$ cat src/rtl/alu_scan7seg.sv
// Registered 4-op ALU whose WIDTH+1-bit result is scanned onto a 4-digit
// multiplexed 7-segment display. Define ALU_SCAN7SEG_BLANK_EN for leading-zero blanking.
module alu_scan7seg #(
  parameter int WIDTH    = 8,
  parameter int SCAN_DIV = 50000
) (
  input  logic             clk,
  input  logic             rst,
  input  logic [WIDTH-1:0] left,
  input  logic [WIDTH-1:0] right,
  input  logic [1:0]       mode,
  input  logic             load,
  output logic [WIDTH:0]   result,
  output logic             flag,
  output logic             valid,
  output logic [6:0]       g_to_a,
  output logic [3:0]       an,
  output logic             dp
);

  localparam int PW = $clog2(SCAN_DIV);
  localparam logic [PW-1:0] PRESC_MAX = PW'(SCAN_DIV - 1);

  logic [WIDTH:0]  result_q, result_d;
  logic            flag_q, flag_d;
  logic            valid_q, valid_d;
  logic [PW-1:0]   presc_q, presc_d;
  logic [1:0]      digit_q, digit_d;

  logic [WIDTH:0]  sum_ext, diff_ext, alu_res;
  logic            alu_flag;
  logic            wrap;

  // ALU: the borrow of the WIDTH+1-bit subtraction is exactly left < right.
  always_comb begin
    sum_ext  = {1'b0, left} + {1'b0, right};
    diff_ext = {1'b0, left} - {1'b0, right};
    alu_res  = '0;
    alu_flag = 1'b0;
    case (mode)
      2'd0: begin
        alu_res  = sum_ext;
        alu_flag = sum_ext[WIDTH];
      end
      2'd1: begin
        alu_res  = {1'b0, diff_ext[WIDTH-1:0]};
        alu_flag = diff_ext[WIDTH];
      end
      2'd2:    alu_res = (left >= right) ? {1'b0, left} : {1'b0, right};
      default: alu_res = {1'b0, left & right};
    endcase
  end

  always_comb begin
    wrap     = (presc_q == PRESC_MAX);
    presc_d  = wrap ? '0 : presc_q + 1'b1;
    digit_d  = wrap ? digit_q + 2'd1 : digit_q;
    result_d = result_q;
    flag_d   = flag_q;
    valid_d  = valid_q;
    if (load) begin
      result_d = alu_res;
      flag_d   = alu_flag;
      valid_d  = 1'b1;
    end
  end

  always_ff @(posedge clk) begin
    if (rst) begin
      result_q <= '0;
      flag_q   <= 1'b0;
      valid_q  <= 1'b0;
      presc_q  <= '0;
      digit_q  <= 2'd0;
    end else begin
      result_q <= result_d;
      flag_q   <= flag_d;
      valid_q  <= valid_d;
      presc_q  <= presc_d;
      digit_q  <= digit_d;
    end
  end

  assign result = result_q;
  assign flag   = flag_q;
  assign valid  = valid_q;

  function automatic logic [6:0] seg_enc(input logic [3:0] nib);
    case (nib)
      4'h0: seg_enc = 7'b1000000;
      4'h1: seg_enc = 7'b1111001;
      4'h2: seg_enc = 7'b0100100;
      4'h3: seg_enc = 7'b0110000;
      4'h4: seg_enc = 7'b0011001;
      4'h5: seg_enc = 7'b0010010;
      4'h6: seg_enc = 7'b0000010;
      4'h7: seg_enc = 7'b1111000;
      4'h8: seg_enc = 7'b0000000;
      4'h9: seg_enc = 7'b0010000;
      4'hA: seg_enc = 7'b0001000;
      4'hB: seg_enc = 7'b0000011;
      4'hC: seg_enc = 7'b1000110;
      4'hD: seg_enc = 7'b0100001;
      4'hE: seg_enc = 7'b0000110;
      default: seg_enc = 7'b0001110;
    endcase
  endfunction

  logic [15:0] disp;
  logic [3:0]  nibble;
`ifdef ALU_SCAN7SEG_BLANK_EN
  logic [3:0]  lead_zero;
`endif

  // Display decodes only from registered state, never from the raw operands.
  always_comb begin
    disp          = '0;
    disp[WIDTH:0] = result_q;
    nibble        = disp[{digit_q, 2'b00} +: 4];
    g_to_a        = seg_enc(nibble);
    an            = ~(4'b0001 << digit_q);
    dp            = ~((digit_q == 2'd3) && flag_q);
`ifdef ALU_SCAN7SEG_BLANK_EN
    lead_zero[3] = (disp[15:12] == 4'h0);
    lead_zero[2] = lead_zero[3] && (disp[11:8] == 4'h0);
    lead_zero[1] = lead_zero[2] && (disp[7:4] == 4'h0);
    lead_zero[0] = 1'b0;
    if (lead_zero[digit_q]) begin
      g_to_a = 7'b1111111;
      // A pending carry/borrow keeps digit 3 lit as a bare decimal point.
      if ((digit_q == 2'd3) && flag_q) begin
        an = 4'b0111;
        dp = 1'b0;
      end else begin
        an = 4'b1111;
        dp = 1'b1;
      end
    end
`endif
  end

endmodule

$ cat config.mk
export PLATFORM = sky130hd
export DESIGN_NAME = alu_scan7seg
export DESIGN_NICKNAME = d
export VERILOG_FILES = /design/src/rtl/alu_scan7seg.sv
export SDC_FILE = /design/constraint.sdc
export NUM_CORES = 1
export LEC_CHECK = 0
export BUFFER_PORTS_ARGS = -buffer_cell sky130_fd_sc_hd__buf_2
export CORE_ASPECT_RATIO = 1.25
export CORE_MARGIN = 4
export CORE_UTILIZATION = 43
export DETAILED_ROUTE_END_ITERATION = 16
export PLACE_DENSITY = 0.69
export SLEW_MARGIN = 20
export SYNTH_ARGS = -nofsm -noshare
export SYNTH_HDL_FRONTEND = slang
export SYNTH_SLANG_ARGS = --single-unit
$ cat constraint.sdc
create_clock -name clk -period 2.68 [get_ports clk]
set_input_delay 0.402 -clock clk [delete_from_list [all_inputs] [get_ports clk]]
set_output_delay 0.402 -clock clk [all_outputs]
set_load 0.005 [all_outputs]
# Yosys cells after proc, flatten, opt, wreduce, memory -nomap -nowiden
# Memories as Yosys holds them, arrays and structs flattened.
# Index checks and enable logic that the tools add are counted.
[word_totals]
ff_bits = 29
romBits = 112
inputBits = 21
out_inout_bits = 23
wordCells = 26
n_memories = 1
[memory_table]
columns = ["name", "depth", "word_bits", "read_ports", "rd_clocked_by_memory_dff", "write_ports", "line_no", "rtl"]
rows = [
  ["(name not given)", 16, 7, 1, 0, 0, "89", "case (nib)"],
]
[classes]
addsub = 4
magnitude_cmp = 1
n_eq_ne = 4
shifts = 2
muxes = 3
n_bitwise = 3
reduce_logical = 3
[ops]
columns = ["operator", "count"]
rows = [
  ["case mux 9 bit (3 select lines)", 1],
  ["adder 16 x 1 -> 16 bit (second input constant)", 1],
  ["equality test 16 bit (second input constant)", 1],
  ["indexed part select 16 x 5 -> 4 bit", 1],
  ["adder 8 x 8 -> 9 bit", 1],
  ["subtractor 8 x 8 -> 9 bit", 1],
  ["AND 8 bit", 1],
  [">= comparator 8 bit", 1],
  ["two-way mux 8 bit", 1],
  ["equality test 2 bit (second input constant)", 2],
  ["inverter 4 bit", 1],
  ["<< shifter 1 x 2 -> 4 bit (first input constant)", 1],
  ["adder 2 x 1 -> 2 bit (second input constant)", 1],
  ["equality test 2 x 1 -> 1 bit (second input constant)", 1],
  ["zero test 2 bit", 1],
  ["case mux 1 bit (2 select lines)", 1],
  ["OR reduction 2 bit", 1],
  ["logical AND 1 bit", 1],
  ["inverter 1 bit", 1],
]

# Logic depth before layout (Yosys ltp)
[logic_depth]
depth_word = 3
ltp_mapped = 10
ltp_nobuf = 10

# Worst setup path after synthesis
# Ideal clock, no wire load.
[synth_path]
kind = "input-to-reg"
startpoint = "input port right[2]"
endpoint = "register result_q[4], in the netlist result[4]"
setup_ps = 134
arrival_ps = 2286
slack_ps = 260
path_stages = 9
path_buffers = 1
cell_sequence = "inv_1 > ha_1 > buf_6 > o211ai_2 > a21oi_2 > o41ai_4 > mux2_4 > o221ai_1 > a211oi_1"
[synth_between]
elab_chain_len = 3
word_cells_on_any_way = 5
cone_classes = "add/sub: 2; order compare: 1; mux: 2"
[synth_lines]
columns = ["item", "line_no", "rtl"]
rows = [
  ["start: declaration", "10", "input logic [WIDTH-1:0] right,"],
  [">= comparator 8 bit", "49", "2'd2: alu_res = (left >= right) ? {1'b0, left} : {1'b0, right};"],
  ["two-way mux 8 bit", "49", ""],
  ["case mux 9 bit (3 select lines) (*)", "40", "case (mode)"],
  ["end signal: assignment", "76", "result_q <= result_d;"],
  ["end: declaration", "24", "logic [WIDTH:0] result_q, result_d;"],
]
# Every way passes the cells marked *; elsewhere a longest branch is shown, timed or not.
# A chain may end at the register's enable or synchronous reset.

# Final worst setup path
[layout_path]
startpoint = "input port left[0]"
endpoint = "register result_q[6], in the netlist result[6]"
[layout_between]
elab_chain_len = 3
word_cells_on_any_way = 5
cone_classes = "add/sub: 2; order compare: 1; mux: 2"
[layout_lines]
columns = ["item", "line_no", "rtl"]
rows = [
  ["start: declaration", "9", "input logic [WIDTH-1:0] left,"],
  [">= comparator 8 bit", "49", ""],
  ["two-way mux 8 bit", "49", ""],
  ["case mux 9 bit (3 select lines) (*)", "40", ""],
]
# Marked as above.

==> flow_metrics.env <==
export IMPL_cts_num_sinks=29
export IMPL_async_flop_share_pct=0
export IMPL_drt_iter0_drc=128
export IMPL_grt_usage_pct=17.8
export IMPL_clk_insertion_delay_late_ns=0.28
export IMPL_yosys_warnings=0
export IMPL_wl_um=6050
export IMPL_cts_setup_buffers=0
export IMPL_skew_ns=0.00382
export IMPL_rows=31
export IMPL_rsz0062_at_grt="false"
export IMPL_maxSlewViolCount=0
export IMPL_min_delay_path_class="primary input to flop"
export IMPL_synth_edf_count=0
export IMPL_start_kind="primary input"
export IMPL_drive_gt1_share_pct=17.5
export IMPL_path_delay_family="compound AO/OA/AOI/OAI gates"
export IMPL_maxSlewHeadroom_pct=60.1
export IMPL_wl_met2_um=3150
export IMPL_die_area_um2=7230
export IMPL_grt_pass1_vias=2358
export IMPL_vias_per_cell=5.45
export IMPL_dr_pass1_iters=4
export IMPL_wl_met1_um=2600
export IMPL_power_density_nw_per_um2=413
export IMPL_worst_path_buf_inv=3
export IMPL_finalHoldViolCount=0
export IMPL_cts_made_buffers=5
export IMPL_ioPinCount=44
export IMPL_start_util_pct=44.1
export IMPL_routed_wl_met3_um=201
export IMPL_fp_dieH_um=94.1
export IMPL_crit_required_ns=2.85
export IMPL_ir_drop_v=0.000214
export IMPL_synth_flop_cell="dfxtp_1"
export IMPL_synthCells=330
export IMPL_antenna_found_initial=0
export IMPL_grt_overflow=0
export IMPL_avgRoutedWirePerCell_um=13.8
export IMPL_die_x_um=76.9
export IMPL_fin_crit_sh_pct=91.8
export IMPL_coreArea_um2=5780
export IMPL_cts_buffer_depth=2
export IMPL_yosys_register_bits=29
export IMPL_nFillCells=593
export IMPL_port_buffers=43
export IMPL_crit_type="primary input to flop"
export IMPL_utilization_pct=50.4
export IMPL_synth_area_um2=2550
export IMPL_synth_avg_cell_area_um2=7.73
export IMPL_critical_path_cell_chain="buf_2 -> inv_1 -> ha_1 -> inv_1 -> fa_1 -> a211oi_1 -> o31ai_1 -> a21oi_1 -> nor2_1 -> o311a_1 -> o41ai_2"
export IMPL_clk_pin_slew_ns=0.06
export IMPL_vias=2380
export IMPL_syn_to_final_growth_pct=14.2
export IMPL_syn_nets=380
export IMPL_status="finished, final reports clean"
export IMPL_drtAntennaViolNets=0
export IMPL_crit_path_end_kind="flop"
export IMPL_post_dp_cell_area_um2=2820
export IMPL_post_route_min_period_ns=2.46
export IMPL_grt_pass1_wl_um=10500
export IMPL_crit_arrival_ns=2.63
export IMPL_clock_fmax_mhz=406
export IMPL_num_antenna_cells=0
export IMPL_r2r_start="presc_q[0]"
export IMPL_top_layer="met4"
export IMPL_cpMaxStageDelayCell="fa_1"
export IMPL_place_gp_congestion=0.908
export IMPL_path_common_cell="inv_1"
export IMPL_yosysSeqAreaShare_pct=22.8
export IMPL_critPathLaunch="left[0]"
export IMPL_setup_viol_count_final=0
export IMPL_p_leak_nw=1.30
export IMPL_hpwl_um=4910
export IMPL_final_nets=421
export IMPL_worst_slew_pin_slew_ns=0.599
export IMPL_cts_tree="done"
export IMPL_cts_max_level=2
export IMPL_drc_errors=0
export IMPL_slowest_delay_ns=0.40
export IMPL_root_buffer="clkbuf_8"
export IMPL_synth_distinct_cells=54
export IMPL_fin_area_um2=2910
export IMPL_maxCapViolations=0
export IMPL_grt_max_degree=17
export IMPL_cp_max_fo=2
export IMPL_worstHoldStart="rst"
## cells by family after synthesis
logic type               share of synthesized area, %
AND/OR/NAND/NOR                                  23.1
flip-flops                                       22.8
buffers and inverters                            6.97
AO/OA/AOI/OAI                                    19.7
adder cells (fa/ha/maj)                          14.8
multiplexers                                     6.48
XOR/XNOR                                         6.18
## metal layers
metal  track usage (%)  vias up
met4              7.40        0
li1                  -     1233
met1              19.6     1090
met2              33.7       48
met5                 0        -
met3              2.50        9
## where the power goes
group	switching (mW)	internal (mW)	total, mW
Sequential	0.0167	0.449	0.466
Clock	0.151	0.203	0.354
Combinational	0.215	0.169	0.384
Total	0.383	0.821	1.20
## layout make-up
| class | count | area [µm²] | area share (%) |
|---|---|---|---|
| multi-input cells | 256 | 1790 | 61.5 |
| clock buffers | 7 | 86.3 | 2.97 |
| well taps | 66 | 82.6 | 2.84 |
| flip-flops and latches | 29 | 582 | 20.0 |
| inverters | 31 | 116 | 4.00 |
| repair buffers | 48 | 253 | 8.68 |
## flip-flops by register name, summed over array words and instances (netlist names)
register / count
digit_q: 2
flag: 1
presc_q: 16
result: 9
valid: 1
## metrics by stage
| step | cells | power, mW | worst slack [ns] | TNS, ns | hold WS, ns |
|---|---|---|---|---|---|
| 4_1_cts | 437 | 1.21 | 0.0782 | 0 | 0.443 |
| 6_report | 437 | 1.20 | 0.219 | 0 | 0.449 |
| 3_3_place_gp | 430 | 0.853 | 0.0501 | 0 | 0.430 |
| 3_5_place_dp | 430 | 0.859 | -0.0682 | -0.0682 | 0.438 |
| 2_1_floorplan | 330 | 0.739 | 0.260 | 0 | 0.418 |
| 5_1_grt | 437 | 1.28 | 0.0557 | 0 | 0.478 |
## worst reg2reg max path: cells and delay by family, from the launching register on
kind / cells / cell delay [ns]
DFF: 1 / 0.35
and+or+nand+nor: 5 / 1.25
adders and majority gates: 1 / 0.21
## path summary, 6_finish.rpt
| kind | slack, ns | to | cells past startpoint |
|---|---|---|---|
| min | 0.45 | valid | 2 |
| min reg2reg | 0.45 | presc_q[0] | 1 |
| max | 0.22 | result[6] | 11 |
| max reg2reg | 0.72 | presc_q[9] | 6 |
## cells in the mapped netlist (2+ instances only)
| library cell | count | area [µm²] |
|---|---|---|
| o221ai_1 | 3 | 26.3 |
| ha_1 | 27 | 338 |
| nand4_1 | 3 | 18.8 |
| o22ai_1 | 4 | 25.0 |
| or3_1 | 5 | 31.3 |
| o211ai_1 | 4 | 30.0 |
| xor2_1 | 8 | 70.1 |
| a211oi_1 | 8 | 60.1 |
| nand3_1 | 9 | 45.0 |
| nor3_1 | 10 | 50.1 |
| clkbuf_1 | 12 | 45.0 |
| fa_1 | 2 | 40.0 |
| nand2b_1 | 11 | 68.8 |
| o32ai_1 | 3 | 26.3 |
| o21a_1 | 2 | 15.0 |
| mux2_4 | 3 | 45.0 |
| o21ai_1 | 2 | 10.0 |
| o21ai_0 | 6 | 30.0 |
| a21oi_1 | 16 | 80.1 |
| nor2b_1 | 2 | 12.5 |
| nor2_1 | 49 | 184 |
| o2bb2ai_1 | 2 | 17.5 |
| nand2_1 | 24 | 90.1 |
| inv_1 | 30 | 113 |
| dfxtp_1 | 29 | 581 |
| o31ai_1 | 3 | 22.5 |
| a22o_1 | 2 | 17.5 |
| mux2i_1 | 12 | 120 |
| xnor2_1 | 10 | 87.6 |
| nor4_1 | 5 | 31.3 |
## cells in the final DEF (no fill, tap or decap), drive strengths merged, types with 2 or more instances in the layout
| cell | count |
|---|---|
| o211ai | 5 |
| o22ai | 4 |
| or3 | 5 |
| mux2 | 3 |
| a22o | 2 |
| o41ai | 3 |
| o221ai | 3 |
| nand2 | 24 |
| nor2b | 2 |
| o2bb2ai | 2 |
| xnor2 | 10 |
| nor3 | 10 |
| nand4 | 3 |
| buf | 48 |
| o32ai | 3 |
| a21oi | 17 |
| nor4 | 5 |
| nor2 | 50 |
| a211oi | 8 |
| inv | 31 |
| xor2 | 8 |
| mux2i | 12 |
| o21a | 2 |
| nand2b | 11 |
| ha | 27 |
| dfxtp | 29 |
| fa | 2 |
| nand3 | 9 |
| o31ai | 3 |
| o21ai | 8 |
| clkbuf | 7 |
| or2 | 2 |
## timing repair
action	CTS	global route
hold buffers	0	0
hold endpoints to repair	0	0
gates resized for setup	0	1
setup endpoints to repair	0	1
Note: power is estimated with default switching activity, not from simulation.
